$ cat src/rtl/vend_pkg.sv
// Shared types and helpers for the vending-machine transaction controller:
// FSM state encoding and coin-code decoding.
package vend_pkg;

  typedef enum logic [1:0] {
    ST_IDLE     = 2'd0,
    ST_CREDIT   = 2'd1,
    ST_DISPENSE = 2'd2,
    ST_CHANGE   = 2'd3
  } state_t;

  localparam logic [1:0] COIN_5   = 2'b00;
  localparam logic [1:0] COIN_10  = 2'b01;
  localparam logic [1:0] COIN_25  = 2'b10;
  localparam logic [1:0] COIN_100 = 2'b11;

  function automatic logic [7:0] coin_cents(input logic [1:0] code);
    logic [7:0] cents;
    unique case (code)
      COIN_5:   cents = 8'd5;
      COIN_10:  cents = 8'd10;
      COIN_25:  cents = 8'd25;
      COIN_100: cents = 8'd100;
      default:  cents = 8'd0;
    endcase
    return cents;
  endfunction

endpackage

$ cat src/rtl/vend_select_ctrl_if.sv
// Front-panel / decoder bundle of the vending controller. The master side is the
// coin/selection front end; the slave side is the controller itself.
interface vend_select_ctrl_if;
  logic       coin_valid;
  logic [1:0] coin_value;
  logic       sel_valid;
  logic [2:0] sel_slot;
  logic       cancel;
  logic [7:0] slot_empty;

  logic [2:0] dispense_sel;
  logic       dispense_en;
  logic [7:0] credit;
  logic       change_valid;
  logic [7:0] change_amount;
  logic       coin_reject;
  logic       err_funds;
  logic       err_soldout;
  logic       busy;

  modport master (
    output coin_valid, coin_value, sel_valid, sel_slot, cancel, slot_empty,
    input  dispense_sel, dispense_en, credit, change_valid, change_amount,
           coin_reject, err_funds, err_soldout, busy
  );

  modport slave (
    input  coin_valid, coin_value, sel_valid, sel_slot, cancel, slot_empty,
    output dispense_sel, dispense_en, credit, change_valid, change_amount,
           coin_reject, err_funds, err_soldout, busy
  );
endinterface

$ cat src/rtl/vend_dispense_timer.sv
// Dispense-enable timer: o_active is a registered level held for exactly
// DISPENSE_CYCLES cycles after i_start; o_done flags its final cycle.
module vend_dispense_timer #(
  parameter int unsigned DISPENSE_CYCLES = 4
) (
  input  logic clk,
  input  logic rst,
  input  logic i_start,
  output logic o_active,
  output logic o_done
);

  localparam int unsigned CW = (DISPENSE_CYCLES > 1) ? $clog2(DISPENSE_CYCLES) : 1;
  // Counts the remaining active cycles minus one, so zero marks the last one.
  localparam logic [CW-1:0] LOAD = CW'(DISPENSE_CYCLES - 1);

  logic [CW-1:0] r_count;
  logic          r_active;

  always_ff @(posedge clk or posedge rst) begin
    if (rst) begin
      r_count  <= '0;
      r_active <= 1'b0;
    end else if (i_start) begin
      r_count  <= LOAD;
      r_active <= 1'b1;
    end else if (r_active) begin
      if (r_count == '0) r_active <= 1'b0;
      else               r_count  <= r_count - CW'(1);
    end
  end

  assign o_active = r_active;
  assign o_done   = r_active && (r_count == '0);

endmodule

$ cat src/rtl/vend_select_ctrl.sv
// Vending transaction controller: accumulates credit, validates selections,
// drives the dispense decoder and pays change / cancellation refunds.
module vend_select_ctrl
  import vend_pkg::*;
#(
  parameter int unsigned PRICE           = 75,
  parameter int unsigned MAX_CREDIT      = 200,
  parameter int unsigned DISPENSE_CYCLES = 4
) (
  input logic               clk,
  input logic               rst,
  vend_select_ctrl_if.slave bus
);

  localparam logic [7:0] PRICE_C = 8'(PRICE);
  localparam logic [8:0] MAX_C   = 9'(MAX_CREDIT);

  state_t     r_state, w_state_nxt;
  logic [7:0] r_credit, w_credit_nxt;
  logic [2:0] r_dispense_sel, w_dispense_sel_nxt;
  logic       r_change_valid, w_change_valid_nxt;
  logic [7:0] r_change_amount, w_change_amount_nxt;
  logic       r_coin_reject, w_coin_reject_nxt;
  logic       r_err_funds, w_err_funds_nxt;
  logic       r_err_soldout, w_err_soldout_nxt;
  logic       r_busy, w_busy_nxt;
  logic       w_timer_start, w_timer_active, w_timer_done;
  logic [8:0] w_coin_sum;

  vend_dispense_timer #(.DISPENSE_CYCLES(DISPENSE_CYCLES)) u_timer (
    .clk      (clk),
    .rst      (rst),
    .i_start  (w_timer_start),
    .o_active (w_timer_active),
    .o_done   (w_timer_done)
  );

  assign w_coin_sum = {1'b0, r_credit} + {1'b0, coin_cents(bus.coin_value)};

  always_comb begin
    // NOTE: every signal gets a default before the case so no path leaves it
    // unassigned; otherwise synthesis would infer a latch to hold it.
    w_state_nxt         = r_state;
    w_credit_nxt        = r_credit;
    w_dispense_sel_nxt  = r_dispense_sel;
    w_change_valid_nxt  = 1'b0;
    w_change_amount_nxt = 8'd0;
    w_coin_reject_nxt   = 1'b0;
    w_err_funds_nxt     = 1'b0;
    w_err_soldout_nxt   = 1'b0;
    w_timer_start       = 1'b0;

    unique case (r_state)
      ST_IDLE, ST_CREDIT: begin
        // Priority cancel > coin > selection; a lower-priority selection is dropped silently.
        if (bus.cancel) begin
          w_coin_reject_nxt = bus.coin_valid;
          if (r_state == ST_CREDIT) begin
            w_change_valid_nxt  = 1'b1;
            w_change_amount_nxt = r_credit;
            w_credit_nxt        = 8'd0;
            w_state_nxt         = ST_CHANGE;
          end
        end else if (bus.coin_valid) begin
          if (w_coin_sum <= MAX_C) begin
            w_credit_nxt = w_coin_sum[7:0];
            w_state_nxt  = ST_CREDIT;
          end else begin
            w_coin_reject_nxt = 1'b1;
          end
        end else if (bus.sel_valid) begin
          if (bus.slot_empty[bus.sel_slot]) begin
            w_err_soldout_nxt = 1'b1;
          end else if (r_credit < PRICE_C) begin
            w_err_funds_nxt = 1'b1;
          end else begin
            w_dispense_sel_nxt = bus.sel_slot;
            w_credit_nxt       = r_credit - PRICE_C;
            w_timer_start      = 1'b1;
            w_state_nxt        = ST_DISPENSE;
          end
        end
      end

      ST_DISPENSE: begin
        w_coin_reject_nxt = bus.coin_valid;
        if (w_timer_done) begin
          w_dispense_sel_nxt = 3'd0;
          if (r_credit != 8'd0) begin
            w_change_valid_nxt  = 1'b1;
            w_change_amount_nxt = r_credit;
            w_credit_nxt        = 8'd0;
            w_state_nxt         = ST_CHANGE;
          end else begin
            w_state_nxt = ST_IDLE;
          end
        end
      end

      ST_CHANGE: begin
        w_coin_reject_nxt = bus.coin_valid;
        w_state_nxt       = ST_IDLE;
      end

      default: w_state_nxt = ST_IDLE;
    endcase

    w_busy_nxt = (w_state_nxt == ST_DISPENSE) || (w_state_nxt == ST_CHANGE);
  end

  // NOTE: sequential state uses non-blocking assignments so every register
  // samples the pre-edge values, independent of statement order.
  always_ff @(posedge clk or posedge rst) begin
    if (rst) begin
      r_state         <= ST_IDLE;
      r_credit        <= 8'd0;
      r_dispense_sel  <= 3'd0;
      r_change_valid  <= 1'b0;
      r_change_amount <= 8'd0;
      r_coin_reject   <= 1'b0;
      r_err_funds     <= 1'b0;
      r_err_soldout   <= 1'b0;
      r_busy          <= 1'b0;
    end else begin
      r_state         <= w_state_nxt;
      r_credit        <= w_credit_nxt;
      r_dispense_sel  <= w_dispense_sel_nxt;
      r_change_valid  <= w_change_valid_nxt;
      r_change_amount <= w_change_amount_nxt;
      r_coin_reject   <= w_coin_reject_nxt;
      r_err_funds     <= w_err_funds_nxt;
      r_err_soldout   <= w_err_soldout_nxt;
      r_busy          <= w_busy_nxt;
    end
  end

  assign bus.dispense_sel  = r_dispense_sel;
  assign bus.dispense_en   = w_timer_active;
  assign bus.credit        = r_credit;
  assign bus.change_valid  = r_change_valid;
  assign bus.change_amount = r_change_amount;
  assign bus.coin_reject   = r_coin_reject;
  assign bus.err_funds     = r_err_funds;
  assign bus.err_soldout   = r_err_soldout;
  assign bus.busy          = r_busy;

endmodule

$ cat src/flat_wrapper.sv
// flat-port wrapper written by rule: the top's interface ports become plain ports
module vend_select_ctrl_flat import vend_pkg::*;
#(
  parameter int unsigned PRICE           = 75,
  parameter int unsigned MAX_CREDIT      = 200,
  parameter int unsigned DISPENSE_CYCLES = 4
)
  (clk, rst, bus_coin_valid, bus_coin_value, bus_sel_valid, bus_sel_slot, bus_cancel, bus_slot_empty, bus_dispense_sel, bus_dispense_en, bus_credit, bus_change_valid, bus_change_amount, bus_coin_reject, bus_err_funds, bus_err_soldout, bus_busy);
  vend_select_ctrl_if bus_i ();
  input logic clk;
  input logic rst;
  input wire logic [$bits(bus_i.coin_valid)-1:0] bus_coin_valid;
  input wire logic [$bits(bus_i.coin_value)-1:0] bus_coin_value;
  input wire logic [$bits(bus_i.sel_valid)-1:0] bus_sel_valid;
  input wire logic [$bits(bus_i.sel_slot)-1:0] bus_sel_slot;
  input wire logic [$bits(bus_i.cancel)-1:0] bus_cancel;
  input wire logic [$bits(bus_i.slot_empty)-1:0] bus_slot_empty;
  output wire logic [$bits(bus_i.dispense_sel)-1:0] bus_dispense_sel;
  output wire logic [$bits(bus_i.dispense_en)-1:0] bus_dispense_en;
  output wire logic [$bits(bus_i.credit)-1:0] bus_credit;
  output wire logic [$bits(bus_i.change_valid)-1:0] bus_change_valid;
  output wire logic [$bits(bus_i.change_amount)-1:0] bus_change_amount;
  output wire logic [$bits(bus_i.coin_reject)-1:0] bus_coin_reject;
  output wire logic [$bits(bus_i.err_funds)-1:0] bus_err_funds;
  output wire logic [$bits(bus_i.err_soldout)-1:0] bus_err_soldout;
  output wire logic [$bits(bus_i.busy)-1:0] bus_busy;
  assign bus_i.coin_valid = bus_coin_valid;
  assign bus_i.coin_value = bus_coin_value;
  assign bus_i.sel_valid = bus_sel_valid;
  assign bus_i.sel_slot = bus_sel_slot;
  assign bus_i.cancel = bus_cancel;
  assign bus_i.slot_empty = bus_slot_empty;
  assign bus_dispense_sel = bus_i.dispense_sel;
  assign bus_dispense_en = bus_i.dispense_en;
  assign bus_credit = bus_i.credit;
  assign bus_change_valid = bus_i.change_valid;
  assign bus_change_amount = bus_i.change_amount;
  assign bus_coin_reject = bus_i.coin_reject;
  assign bus_err_funds = bus_i.err_funds;
  assign bus_err_soldout = bus_i.err_soldout;
  assign bus_busy = bus_i.busy;
  vend_select_ctrl #(.PRICE(PRICE), .MAX_CREDIT(MAX_CREDIT), .DISPENSE_CYCLES(DISPENSE_CYCLES)) u_core (.clk(clk), .rst(rst), .bus(bus_i));
endmodule
$ cat config.mk
export PLATFORM = sky130hd
export DESIGN_NAME = vend_select_ctrl_flat
export DESIGN_NICKNAME = d
export VERILOG_FILES = /design/src/rtl/vend_pkg.sv /design/src/rtl/vend_select_ctrl_if.sv /design/src/rtl/vend_dispense_timer.sv /design/src/rtl/vend_select_ctrl.sv /design/src/flat_wrapper.sv
export SDC_FILE = /design/constraint.sdc
export NUM_CORES = 1
export LEC_CHECK = 0
export ABC_AREA = 1
export CAP_MARGIN = 25
export CORE_MARGIN = 2
export CORE_UTILIZATION = 46
export CTS_CLUSTER_SIZE = 40
export DETAILED_ROUTE_END_ITERATION = 10
export GPL_ROUTABILITY_DRIVEN = 0
export GPL_TIMING_DRIVEN = 0
export PLACE_DENSITY_LB_ADDON = 0.1
export REMOVE_ABC_BUFFERS = 1
export SYNTH_ARGS = -nofsm -noshare
export SYNTH_HDL_FRONTEND = slang
export SYNTH_SLANG_ARGS = --single-unit
$ cat constraint.sdc
create_clock -name clk -period 2.1 [get_ports clk]
set_input_delay 0.42 -clock clk [delete_from_list [all_inputs] [get_ports clk]]
set_output_delay 0.42 -clock clk [all_outputs]
set_load 0.1 [all_outputs]
==> impl_metrics.py <==
metrics = {
    "floorplan": {
        "die_x_um": 71.0,
        "die_area_um2": 5040,
        "core_area_um2": 4350,
        "io_pins": 43,
        "die_y_um": 71.0,
        "initial_core_util": 0.474,
        "std_cell_rows": 24,
    },
    "global_routing": {
        "grt_pass1_wl_mm": 8.20,
        "grt.overflow.total": 0,
        "grt_use_total": 0.205,
        "grt_pass1_vias": 1822,
        "grt_max_degree": 24,
        "grt_antenna_before_repair": 0,
    },
    "timing": {
        "finalCriticalPeriod_ps": 2120,
        "period_share": 1.01,
        "fin_setup_tns_ps": -154,
        "worstMarginPinSlew_ps": 959,
        "slew_headroom": 0.360,
        "drv_slew": 0,
        "fin_skew_ps": 3.12,
        "whs_ps": 401,
        "timing.fmax_ghz": 0.471,
        "setup_violations": 8,
        "hold_viol": 0,
        "setup_slack_ps": -24.4,
        "rsz0062_at_grt": "true",
    },
    "power": {
        "leakagePower_nw": 1.50,
        "ir_worst_vdd_mv": 1.00,
        "total_power_mw": 3.94,
        "pwr_density_cell_nw_per_um2": 1400,
    },
    "worst_setup_path": {
        "crit_fanout": 8,
        "crit_required_ps": 2320,
        "crit_buf_inv": 3,
        "path_cells": "buf_4 -> inv_4 -> ha_4 -> ha_4 -> nand2_1 -> inv_1 -> nand2_1 -> nand2_2 -> nand3_2 -> nand2_1 -> nand2_1 -> nand2_1 -> nand3_4 -> nand2_4 -> nand2_8 -> nand2_8 -> nand2_2 -> nand2_2",
        "r2r-end": "u_core.bus.credit[7]",
        "crit_slowest_cell": "ha_4",
        "worstPathArrival_ps": 2340,
        "cpPeakStageDelay_ps": 290,
        "startpoint": "bus_coin_value[0]",
        "crit_family": "simple AND/OR/NAND/NOR gates",
        "r2r_cells": 17,
        "endpoint": "u_core.bus.credit[7]",
        "reg2reg_from": "u_core.bus.credit[0]",
        "ff2ff_setup_slack_ps": -10,
        "timing_worst_setup_path_type": "input port to flip-flop",
        "end_kind": "flip-flop",
        "cp_num_cells": 18,
        "critPathLaunchType": "input port",
        "path_common_cell": "nand2_1",
    },
    "clocking": {
        "clockBufferDepth": 2,
        "cts_buffers": 5,
        "clock_sinks": 29,
        "cts_tree": "done",
        "cts-root-buf": "clkbuf_8",
        "htreeDepth": 2,
        "clock_latency_ps": 280,
        "clk_pin_slew_ps": 60,
    },
    "synthesis": {
        "netlist_area_um2": 2070,
        "synth_cell_types": 33,
        "syn-instance-count": 296,
        "synth_warnings": 0,
        "synth-seq-area-share": 0.351,
        "ys_seq_elements": 29,
        "avgSynthCellArea_um2": 6.98,
    },
    "cells_and_area": {
        "final_common_cell": "nand2_1",
        "layout_common_cells": "nand2_1, inv_1, nor2_1, dfrtp_1, nand3_1",
        "multi_input_area_um2": 1280,
        "drive_above_1_share": 0.187,
        "synthToLayoutAreaGrowth_pct": 35.9,
        "nets": 378,
        "final_util": 0.645,
        "fill_cells": 394,
        "num_antenna_cells": 0,
        "seqCellArea_um2": 727,
    },
    "placed_design": {
        "dpl_worst_slack_ps": -920,
        "io_buffer_count": 42,
        "dpl.hpwl_mm": 3.66,
    },
    "drt": {
        "wl_per_cell_um": 12.8,
        "first_iter_violations": 173,
        "routed_wl_mm": 5.13,
        "num_vias": 2057,
        "antenna_left": 0,
        "drcViolationCount": 0,
        "viasPerCell": 5.14,
        "dr.pass1.iters": 4,
    },
    "run_status": {
        "failed_checks": "negative setup slack",
        "status": "complete, but fails checks",
    },
    "job": {
        "drv_cap": 0,
    },
    "worst_hold_path": {
        "min_path_type": "input port to asynchronous set/reset pin",
    },
}
[layout make-up]
| class | instances | area share |
|---|---|---|
| Tap cell | 52 | 0.0232 |
| Clock buffer | 7 | 0.0343 |
| Clock inverter | 1 | 0.00178 |
| Inverter | 44 | 0.0597 |
| Timing Repair Buffer | 49 | 0.164 |
| Sequential cell | 29 | 0.259 |
| Multi-Input combinational cell | 218 | 0.458 |
[where the power goes]
part	switching [mW]	total, mW	internal [mW]	leakage (nW)
logic	1.80	2.55	0.745	1.06
registers	0.183	0.894	0.711	0.384
clock network	0.204	0.500	0.295	0.0542
[per-stage QoR]
step / instances / area, um2
final: 400 / 2810
after global routing: 400 / 2810
after floorplan: 290 / 2020
after global placement: 384 / 2510
after CTS: 394 / 2660
after detailed placement: 385 / 2540
[cell usage after synthesis]
master    instances  share of area
nand2_1          83           0.15
inv_1            41          0.075
nor2_1           36          0.065
dfrtp_1          29           0.35
nand3_1          29          0.070
o21ai_0          13          0.031
ha_1             12          0.073
a21oi_1          10          0.024
nand4_1           4          0.012
a211oi_1          3          0.011
inv_2             3         0.0055
nor3_1            3         0.0073
o21ai_1           3         0.0073
a221oi_1          2         0.0085
buf_6             2          0.011
clkbuf_1          2         0.0036
nand2_2           2         0.0061
nand2_4           2          0.011
nand3_2           2         0.0097
nand3b_1          2         0.0073
a21boi_2          1         0.0055
a21oi_4           1         0.0079
a31oi_1           1         0.0030
and2_2            1         0.0036
buf_4             1         0.0036
clkbuf_2          1         0.0024
fa_1              1         0.0097
nor3_2            1         0.0048
nor3b_1           1         0.0036
o211ai_1          1         0.0036
o21ai_2           1         0.0042
or3_1             1         0.0030
xor2_1            1         0.0042
[kinds of logic after synthesis]
kind of cell | after synthesis | synth area share
buf+inv | 50 | 0.101
compound gates | 36 | 0.107
flops | 29 | 0.351
simple gates | 167 | 0.355
fa+ha+maj | 13 | 0.0824
xor+xnor | 1 | 0.00424
[repair_timing]
| action | CTS | global route |
|---|---|---|
| hold buffers | 0 | 0 |
| endpoints found under the setup margin | 35 | 15 |
| buffers inserted | 0 | 6 |
| pin swaps | 1 | 11 |
| resized for setup | 43 | 37 |
| gates cloned | 1 | 0 |
[how the worst min path moves through the flow]
stage / startpoint / end / slack (ps)
final: rst / u_core.bus.change_amount[3] / 400
after floorplan: u_core.u_timer.r_count[1] / u_core.u_timer.r_count[1] / 480
after global placement: u_core.u_timer.r_count[1] / u_core.u_timer.r_count[1] / 500
after global routing: rst / u_core.bus.change_amount[3] / 430
after detailed placement: u_core.u_timer.r_count[1] / u_core.u_timer.r_count[1] / 510
after CTS: rst / u_core.bus.change_amount[3] / 410
[state kept, by name, indices dropped and copies added, names as in the netlist]
| register | count |
|---|---|
| u_core.bus.coin_reject | 1 |
| u_core.r_state | 2 |
| u_core.bus.err_soldout | 1 |
| u_core.bus.change_valid | 1 |
| u_core.bus.err_funds | 1 |
| u_core.bus.credit | 8 |
| u_core.bus.busy | 1 |
| u_core.bus.change_amount | 8 |
| u_core.u_timer.o_active | 1 |
| u_core.bus.dispense_sel | 3 |
| u_core.u_timer.r_count | 2 |
[metal layers]
metal / share of wire / vias to the layer above / GRT usage
met3: 0.068 / 7 / 0.0456
met5: 0 / - / 0
met1: 0.46 / 931 / 0.292
li1: - / 1055 / -
met4: 0.012 / 0 / 0.0734
met2: 0.46 / 64 / 0.307
Power figures use the tool's default switching activity.
